### src/rtl/spi_pkg.sv
// Shared types for the SPI master: FSM state encoding and per-frame clock mode.
package spi_pkg;

  typedef enum logic [1:0] {
    StIdle,
    StSetup,
    StXfer,
    StHold
  } spi_state_e;

  typedef struct packed {
    logic cpol;
    logic cpha;
  } spi_mode_t;

  // Edge counter must hold the value 2*data_w itself, hence the extra bit.
  function automatic int unsigned edge_cnt_w(input int unsigned data_w);
    return $clog2(2 * data_w) + 1;
  endfunction

endpackage

### src/rtl/spi_clk_gen.sv
// Half-period tick generator with leading/trailing sclk edge flags for spi_master_p.
module spi_clk_gen
  import spi_pkg::*;
#(
  parameter int unsigned DataW = 8,
  parameter int unsigned Div   = 12
) (
  input  logic clk,
  input  logic n_rst,
  input  logic run_i,
  input  logic edge_en_i,
  output logic tick_o,
  output logic edge_o,
  output logic lead_o,
  output logic trail_o,
  output logic last_o
);

  localparam int unsigned CntW  = $clog2(Div);
  localparam int unsigned EdgeW = edge_cnt_w(DataW);

  logic [CntW-1:0]  cnt_q, cnt_d;
  logic [EdgeW-1:0] edge_cnt_q, edge_cnt_d;

  always_comb begin
    tick_o  = run_i && (cnt_q == CntW'(Div - 1));
    last_o  = (edge_cnt_q == EdgeW'(2 * DataW));
    edge_o  = tick_o && edge_en_i && !last_o;
    // Edges are numbered from 1; odd-numbered edges are leading.
    lead_o  = edge_o && !edge_cnt_q[0];
    trail_o = edge_o && edge_cnt_q[0];
  end

  always_comb begin
    cnt_d      = cnt_q;
    edge_cnt_d = edge_cnt_q;
    if (!run_i) begin
      cnt_d      = '0;
      edge_cnt_d = '0;
    end else begin
      cnt_d = tick_o ? '0 : cnt_q + 1'b1;
      if (edge_o) begin
        edge_cnt_d = edge_cnt_q + 1'b1;
      end
    end
  end

  always_ff @(posedge clk or negedge n_rst) begin
    if (!n_rst) begin
      cnt_q      <= '0;
      edge_cnt_q <= '0;
    end else begin
      cnt_q      <= cnt_d;
      edge_cnt_q <= edge_cnt_d;
    end
  end

endmodule

### src/rtl/spi_master_p.sv
// SPI master, single frame per start, modes 0-3 latched per frame.
// Build option: SPI_MASTER_P_LSB_FIRST_EN selects LSB-first bit order (default MSB first).
module spi_master_p
  import spi_pkg::*;
#(
  parameter int unsigned DATA_W = 8,
  parameter int unsigned DIV    = 12
) (
  input  logic              clk,
  input  logic              n_rst,
  input  logic              start,
  input  logic              abort,
  input  logic              cpol,
  input  logic              cpha,
  input  logic [DATA_W-1:0] tx_data,
  input  logic              sdata,
  output logic              sclk,
  output logic              cs_n,
  output logic              mosi,
  output logic [DATA_W-1:0] rx_data,
  output logic              rx_valid,
  output logic              busy
);

`ifdef SPI_MASTER_P_LSB_FIRST_EN
  localparam bit LsbFirst = 1'b1;
`else
  localparam bit LsbFirst = 1'b0;
`endif

  spi_state_e state_q, state_d;
  spi_mode_t  mode_q, mode_d;

  logic [DATA_W-1:0] tx_q, tx_d;
  logic [DATA_W-1:0] rx_sh_q, rx_sh_d;
  logic [DATA_W-1:0] rx_data_q, rx_data_d;
  logic              sclk_q, sclk_d;
  logic              mosi_q, mosi_d;
  logic              rx_valid_q, rx_valid_d;

  logic tick, sclk_edge, lead, trail, last_edge;
  logic accept, abort_now, frame_done, edge_en, sample_en, shift_en;

  function automatic logic out_bit(input logic [DATA_W-1:0] w);
    return LsbFirst ? w[0] : w[DATA_W-1];
  endfunction

  function automatic logic [DATA_W-1:0] shift_out(input logic [DATA_W-1:0] w);
    return LsbFirst ? (w >> 1) : (w << 1);
  endfunction

  // Fill from the end opposite the first bit so the word lands in natural order.
  function automatic logic [DATA_W-1:0] shift_in(input logic [DATA_W-1:0] w, input logic b);
    return LsbFirst ? {b, w[DATA_W-1:1]} : {w[DATA_W-2:0], b};
  endfunction

  spi_clk_gen #(
    .DataW(DATA_W),
    .Div  (DIV)
  ) u_clk_gen (
    .clk      (clk),
    .n_rst    (n_rst),
    .run_i    (busy),
    .edge_en_i(edge_en),
    .tick_o   (tick),
    .edge_o   (sclk_edge),
    .lead_o   (lead),
    .trail_o  (trail),
    .last_o   (last_edge)
  );

  always_ff @(posedge clk or negedge n_rst) begin
    if (!n_rst) begin
      state_q <= StIdle;
    end else begin
      state_q <= state_d;
    end
  end

  always_comb begin
    state_d = state_q;
    unique case (state_q)
      StIdle:  if (start && !abort) state_d = StSetup;
      StSetup: if (abort) state_d = StIdle; else if (tick) state_d = StXfer;
      StXfer:  if (abort) state_d = StIdle; else if (tick && last_edge) state_d = StHold;
      StHold:  if (abort || tick) state_d = StIdle;
      default: state_d = StIdle;
    endcase
  end

  always_comb begin
    cs_n       = (state_q == StIdle);
    busy       = (state_q != StIdle);
    edge_en    = (state_q == StSetup) || (state_q == StXfer);
    accept     = (state_q == StIdle) && start && !abort;
    abort_now  = busy && abort;
    frame_done = (state_q == StHold) && tick && !abort;
    sample_en  = mode_q.cpha ? trail : lead;
    shift_en   = mode_q.cpha ? lead : trail;
  end

  always_comb begin
    mode_d     = mode_q;
    tx_d       = tx_q;
    rx_sh_d    = rx_sh_q;
    rx_data_d  = rx_data_q;
    sclk_d     = sclk_q;
    mosi_d     = mosi_q;
    rx_valid_d = frame_done;
    if (accept) begin
      mode_d.cpol = cpol;
      mode_d.cpha = cpha;
      sclk_d      = cpol;
      // cpha=0 presents the first bit before the first edge; cpha=1 waits for it.
      if (cpha) begin
        tx_d = tx_data;
      end else begin
        mosi_d = out_bit(tx_data);
        tx_d   = shift_out(tx_data);
      end
    end else if (abort_now) begin
      sclk_d = mode_q.cpol;
    end else begin
      if (sclk_edge) sclk_d = ~sclk_q;
      if (shift_en) begin
        mosi_d = out_bit(tx_q);
        tx_d   = shift_out(tx_q);
      end
      if (sample_en) rx_sh_d = shift_in(rx_sh_q, sdata);
      if (frame_done) rx_data_d = rx_sh_q;
    end
  end

  always_ff @(posedge clk or negedge n_rst) begin
    if (!n_rst) begin
      mode_q     <= '0;
      tx_q       <= '0;
      rx_sh_q    <= '0;
      rx_data_q  <= '0;
      sclk_q     <= 1'b0;
      mosi_q     <= 1'b0;
      rx_valid_q <= 1'b0;
    end else begin
      mode_q     <= mode_d;
      tx_q       <= tx_d;
      rx_sh_q    <= rx_sh_d;
      rx_data_q  <= rx_data_d;
      sclk_q     <= sclk_d;
      mosi_q     <= mosi_d;
      rx_valid_q <= rx_valid_d;
    end
  end

  assign sclk     = sclk_q;
  assign mosi     = mosi_q;
  assign rx_data  = rx_data_q;
  assign rx_valid = rx_valid_q;

endmodule

### config.mk
export PLATFORM = sky130hd
export DESIGN_NAME = spi_master_p
export DESIGN_NICKNAME = d
export VERILOG_FILES = /design/src/rtl/spi_pkg.sv /design/src/rtl/spi_clk_gen.sv /design/src/rtl/spi_master_p.sv
export SDC_FILE = /design/constraint.sdc
export NUM_CORES = 1
export LEC_CHECK = 0
export CAP_MARGIN = 20
export CELL_PAD_IN_SITES_DETAIL_PLACEMENT = 0
export CELL_PAD_IN_SITES_GLOBAL_PLACEMENT = 1
export CORE_AREA = 2 2 77 79
export CTS_CLUSTER_SIZE = 8
export DETAILED_ROUTE_END_ITERATION = 7
export DIE_AREA = 0 0 79 81
export GPL_TIMING_DRIVEN = 0
export PLACE_DENSITY = 0.82
export SKIP_CTS_REPAIR_TIMING = 1
export SYNTH_ARGS = -nofsm -noshare
export SYNTH_HDL_FRONTEND = slang
export SYNTH_HIERARCHICAL = 1
export SYNTH_SLANG_ARGS = --single-unit
### constraint.sdc
create_clock -name clk -period 2.45 [get_ports clk]
set_input_delay 0.3675 -clock clk [delete_from_list [all_inputs] [get_ports clk]]
set_output_delay 0.3675 -clock clk [all_outputs]
set_load 0.01 [all_outputs]
-- Word-level counts from Yosys, hierarchy flattened
Cells that the tools add are included.
- register bits after elaboration: 40
- logic and storage cells: 78
- $add $sub $neg: 2
- eq/ne operators: 12
- multiplexer cells: 24
- bitwise operators: 3
- reductions and logical operators: 26
- operator list (operator ; number):
    $mux 8 ; 4
    $logic_and 1x1->1 ; 12
    $mux 2 ; 6
    $mux 5 ; 2
    $mux 1 ; 9
    $reduce_and 3->1 ; 3
    $mux 4 ; 2
    $ne 2x2->1 const B ; 4
    $pmux 2 s4 ; 1
    $ne 3x3->1 const B ; 2
    $add 5x1->5 const B ; 1
    $eq 5x5->1 const B ; 1
    $add 4x1->4 const B ; 1
    $eq 2x2->1 const B ; 2
    $eq 4x4->1 const B ; 1
    $reduce_and 4->1 ; 1
    $reduce_bool 2->1 ; 2
    $logic_not 1->1 ; 3
    $not 1->1 ; 3
    $reduce_bool 3->1 ; 1
    $eq 2x1->1 const B ; 1
    $logic_not 2->1 ; 1
    $logic_or 1x1->1 ; 2
    $ne 2x1->1 const B ; 1
    $reduce_and 2->1 ; 1

-- Logic depth before layout (Yosys ltp)
Gate-level depths: netlist of the first run.
- depth after elaboration: 9
- gate-level depth with buffers: 14
- depth with buffers taken out: 11

-- Hierarchy
Netlist of the first run, hierarchy kept.
- modules (own cells, without submodules) (module ; instances ; cells each ; area an instance (µm²) ; sequential area each (µm²)):
    spi_master_p ; 1 ; 132 ; 1592.8 ; 775.7
    spi_clk_gen ; 1 ; 49 ; 521.8 ; 225.2

-- Worst setup path before layout of the first run
Ideal clock, no wire load.
- kind: register -> register
- start: register state_q[0]
- end: register tx_q[1]
- data arrival time: 2.485 ns
- data required time: 2.325 ns
- path slack: -0.161 ns
- cell stages (with the launch flop): 15
- buffers on the path: 3
- clock period less this slack: 2.611 ns
- cell sequence: dfrtp_1 -> inv_1 -> ha_1 -> buf_4 -> inv_2 -> buf_4 -> nand4b_4 -> inv_2 -> o311ai_4 -> nor2_1 -> mux2_4 -> a21oi_2 -> o21a_1 -> buf_6 -> mux2_4
- elaborated cells on any way between the ends: 18
- those cells by class: eq/ne (3); mux (2); reduce/logical (13)
- RTL lines (what ; RTL line ; source):
    start, declared ; spi_master_p.sv:31 ; spi_state_e state_q, state_d;
    start signal, assigned ; spi_master_p.sv:74 ; state_q <= StIdle;
    start signal, assigned ; spi_master_p.sv:76 ; state_q <= state_d;
    $logic_not 2->1 (*) ; -- ;
    net cs_n ; spi_master_p.sv:18 ; output logic cs_n,
    $logic_and 1x1->1 (*) (2 in series) ; spi_master_p.sv:95 ; accept = (state_q == StIdle) && start && !abort;
    $ne 2x2->1 (no line) or $reduce_bool 2->1 (tied branches) ; -- ;
    $reduce_and 2->1 (no line) ; -- ;
    end signal, assigned ; spi_master_p.sv:145 ; tx_q <= tx_d;
    end, declared ; spi_master_p.sv:34 ; logic [DATA_W-1:0] tx_q, tx_d;
The timed path passes the listed nets; every way through them passes the cells marked *.
A chain may end at the register's enable or synchronous reset.

-- Worst setup path after layout of the first run
- start: register u_clk_gen.edge_cnt_q[0]
- end: register tx_q[4]
- longest elaborated chain between the ends: 7
- elaborated cells on any way between the ends: 9
- those cells by class: eq/ne (1); mux (1); reduce/logical (7)
- ends and longest elaborated chain (what ; RTL line ; source):
    start, declared ; spi_clk_gen.sv:23 ; logic [EdgeW-1:0] edge_cnt_q, edge_cnt_d;
    start signal, assigned ; spi_clk_gen.sv:54 ; edge_cnt_q <= edge_cnt_d;
    $eq 5x5->1 ; spi_clk_gen.sv:27 ; last_o = (edge_cnt_q == EdgeW'(2 * DataW));
    $logic_not 1->1 ; spi_clk_gen.sv:28 ; edge_o = tick_o && edge_en_i && !last_o;
    $logic_and 1x1->1 ; spi_clk_gen.sv:28 ;
    $logic_and 1x1->1 (*) ; spi_clk_gen.sv:31 ; trail_o = edge_o && edge_cnt_q[0];
    net trail ; spi_master_p.sv:41 ; logic tick, sclk_edge, lead, trail, last_edge;
    $mux 1 (*) ; spi_master_p.sv:99 ; shift_en = mode_q.cpha ? lead : trail;
    $reduce_bool 2->1 (no line) (*) ; -- ;
    $reduce_and 2->1 (no line) (*) ; -- ;
Marks and branches as above.

==> run summary, run 1 <==
The run finished with clean final reports. The path category of the worst min-delay check is in -> async. STA classifies the critical path endpoint as a register.

For the number of maximum-capacitance constraint violations, the log shows 0. The clock tree synthesis step divided the H-tree into 2 levels. After synthesis the cells add up to 2110 um2. Derived from the worst setup path, the maximum achievable clock frequency is 416 MHz. The iteration count of the initial detailed-routing pass is 4, and the total routing resource utilization after global routing is 0.131. The most frequent standard cell in the layout excluding fill and tap cells was dfrtp_1. The signed area change from the synthesized netlist to the final layout is 33.5%, and the global route total overflow is 0. Setup repair after global routing could not meet its margin everywhere. In this run the vertical extent of the chip is 81 um.

The initial antenna violation count was 0; the final clock period utilization by the worst path was 0.982. The placed standard-cell area is 2490 um2, and the global-route wire length before repair is 6560 um. A synthesized cell averages 11.7 um2. Once detail routing completed, the nets flagged for antenna violations numbered 0.

Final hold analysis gives a worst-case slack of 0.183 ns. The number of enable flip-flop cells after synthesis was 0; the floorplan core area was 5680 um2. TritonCTS created 5 clock buffers.

TritonCTS built the clock tree. The most used flip-flop cell after synthesis is dfrtp_1. The via total after detailed routing was 1548; the leakage power summed over all cells was 1.37 nW.

The remaining max-slew budget at the tightest pin was 0.404. The routed wirelength normalized by instance count is 13.1 um, and the area share of the leading cell type in the synthesized netlist is 0.473. Count of nets after finishing: 262. Once detailed placement completed, the half-perimeter wirelength came to 2710 um. The run gives 0.373 as the initial core utilization.

The number of antenna diodes in the final layout is 0. Setup total negative slack on the finished layout was measured at 0 ns. Post-synthesis async set-or-reset flop share: 1.00.

The flip-flop and latch count after synthesis is 40, and the number of DRC violations after detailed-routing iteration 0 is 50. Counting along the longest clock path gives a buffer depth of 2. The routed design could run at a clock period as short as 2.41 ns. The tools report the arrival time of the worst setup path as 2.60 ns.

The congestion estimate from routability-driven global placement came to 0.794. The logs give 181 for the post-synthesis cell count and 537 for the number of fillers in the final layout. Number of cell instances on the worst register-to-register path: 10. Synthesis produced a netlist with a net count of 204.

For this block, the routed nets add up to 4130 um of wire. The yosys synthesis warning count was 6; the fraction of final layout cells with drive strength greater than 1 was 0.325. The number of top-level design ports is 28.

The logs give 0.473 for the sequential area share after synthesis and 0.04 ns for the slack of the worst reg-to-reg path. For the clock sink count, the log shows 40. The footprint of the flip-flops and latches was 1000 um2. The tools report the master cell of the clock root buffer as clkbuf_8. STA classifies the critical path startpoint as a register. The run gives 0 as the post-detailed-route DRC marker count. Ranked by total cell area, the synthesized netlist is headed by dfrtp_1 (47%), mux2_2 (8.5%), mux2i_1 (8.0%).

Number of global-route vias before repair: 1459. The tools report the site row count as 28. The total non-filler cell area in the finished layout was 2820 um2. Summed over all instances, the cell type with the most area after synthesis is dfrtp_1. The final hold violation count is 0, and the count of endpoints failing setup in the final report is 0.

At the later pin of the worst-skew pair, clock insertion delay measures 0.30 ns. Entering global routing, the biggest net connects 41 pins. The endpoint of the most critical register-to-register path is tx_q[4]. Between clock sinks in the finished design, the worst skew comes to 0.00591 ns. The multi-input combinational cells in the finished layout cover a total of 1050 um2. By startpoint and endpoint, the worst setup path is classified as reg -> reg.

The slew of the pin with the lowest slew margin came out at 0.894 ns. For the worst setup path, the data required time is 2.64 ns. The run gives 0 as the total count of max-transition violations in the final report. The average via count per standard cell came out at 4.91. The number of buffers inserted by port buffering works out to 27.

The top cell types in the final layout, fill and taps aside, are dfrtp_1 (39), clkdlybuf4s50_1 (26), buf_4 (24). Power spread over the standard cell area amounts to 825 nW/um2. The maximum fanout along the worst path works out to 5. The run gives 0.392 mV as the worst-case vdd ir drop. The synthesized netlist contains 37 unique library cells. The worst register-to-register path begins at u_clk_gen/edge_cnt_q[0]. The die covers 6400 um2. Measured along the x axis, the die boundary spans 79 um. Clock-pin slew was measured on the worst setup and hold paths at 0.08 ns.
-- worst max path at each step --
stage | startpoint | end | slack, ns | cells after the start
floorplan | state_q[1] | tx_q[1] | 0.003 | 14
global placement | state_q[0] | rx_sh_q[1] | -0.24 | 12
detailed placement | state_q[0] | rx_sh_q[5] | -0.26 | 12
CTS | state_q[0] | rx_sh_q[2] | -0.28 | 12
global route | state_q[0] | tx_q[4] | -0.02 | 13
finish | u_clk_gen/edge_cnt_q[0] | tx_q[4] | 0.04 | 10
-- Yosys cell counts, types with 2 or more instances --
master,count
dfrtp_1,40
inv_2,2
nand2_1,22
a221oi_1,2
buf_2,2
nor3_1,2
and3_1,3
ha_1,8
o21ai_0,8
nand3_1,3
mux2i_1,17
buf_4,3
o21a_1,2
inv_1,9
a21oi_1,4
xor2_1,2
mux2_4,7
nor2b_1,2
a2bb2oi_1,3
mux2_2,16
nor2_1,8
-- cell type report --
| type | instances | area share |
|---|---|---|
| well taps | 75 | 0.0332 |
| clock inverters | 3 | 0.0164 |
| flip-flops and latches | 40 | 0.355 |
| repair buffers | 52 | 0.166 |
| plain buffers | 6 | 0.0168 |
| inverters | 11 | 0.0173 |
| multi-input cells | 123 | 0.371 |
| clock buffers | 5 | 0.0244 |
-- worst max-delay path: stages, from the launching register on --
cell      delay (ns)
dfrtp_2         0.42
inv_1           0.10
ha_1            0.18
nand2_2         0.08
o311ai_4        0.37
nor2_2          0.08
mux2_4          0.29
a21oi_2         0.12
o21a_1          0.20
buf_6           0.15
mux2_4          0.30
-- logic make-up after synthesis --
logic type | after synthesis | synth area share
and+or+nand+nor | 46 | 0.111
muxes | 40 | 0.215
DFF | 40 | 0.473
AOI/OAI and AO/OA | 27 | 0.103
buffers and inverters | 18 | 0.0420
adders and majority gates | 8 | 0.0473
xor gates and xnor gates | 2 | 0.00829
-- flip-flops by register name (all words and copies together), names as in the netlist --
register and cells:
u_clk_gen/cnt_q 4, rx_valid 1, mosi 1, state_q 2, mode_q 2, rx_sh_q 8
u_clk_gen/edge_cnt_q 5, sclk 1, rx_data 8, tx_q 8
-- metrics by stage --
| stage | util | std cells | total power, mW | setup slack [ns] |
|---|---|---|---|---|
| 2_1_floorplan | - | 181 | 1.41 | 0.00338 |
| 3_3_place_gp | 0.440 | 283 | 1.61 | -0.242 |
| 3_5_place_dp | 0.439 | 283 | 1.63 | -0.263 |
| 4_1_cts | 0.459 | 291 | 2.20 | -0.285 |
| 5_1_grt | 0.497 | 315 | 2.48 | -0.0242 |
| 6_report | 0.497 | 315 | 2.33 | 0.0433 |
-- metal layers --
layer,up-vias,share of wire,wire [um],track usage
met5,-,0,0,0
met4,0,0.022,90,0.0672
met3,10,0.037,151,0.0300
met2,25,0.50,2060,0.224
met1,764,0.44,1830,0.156
li1,749,-,-,-
-- where the power goes --
group          leakage [nW]  switching [mW]  internal, mW  total [mW]
logic                 0.785           0.387         0.509       0.896
clock network        0.0548           0.252         0.307       0.559
registers             0.533          0.0881         0.786       0.874
total                  1.37           0.727          1.60        2.33
(Power assumes the default switching activity.)
==> inputs of run 2 (changes only) <==
- ABC_CLOCK_PERIOD_IN_PS: not set -> 2450
==> results of run 2 <==
No change in the layout: final DEF, timing and power equal those of run 1.
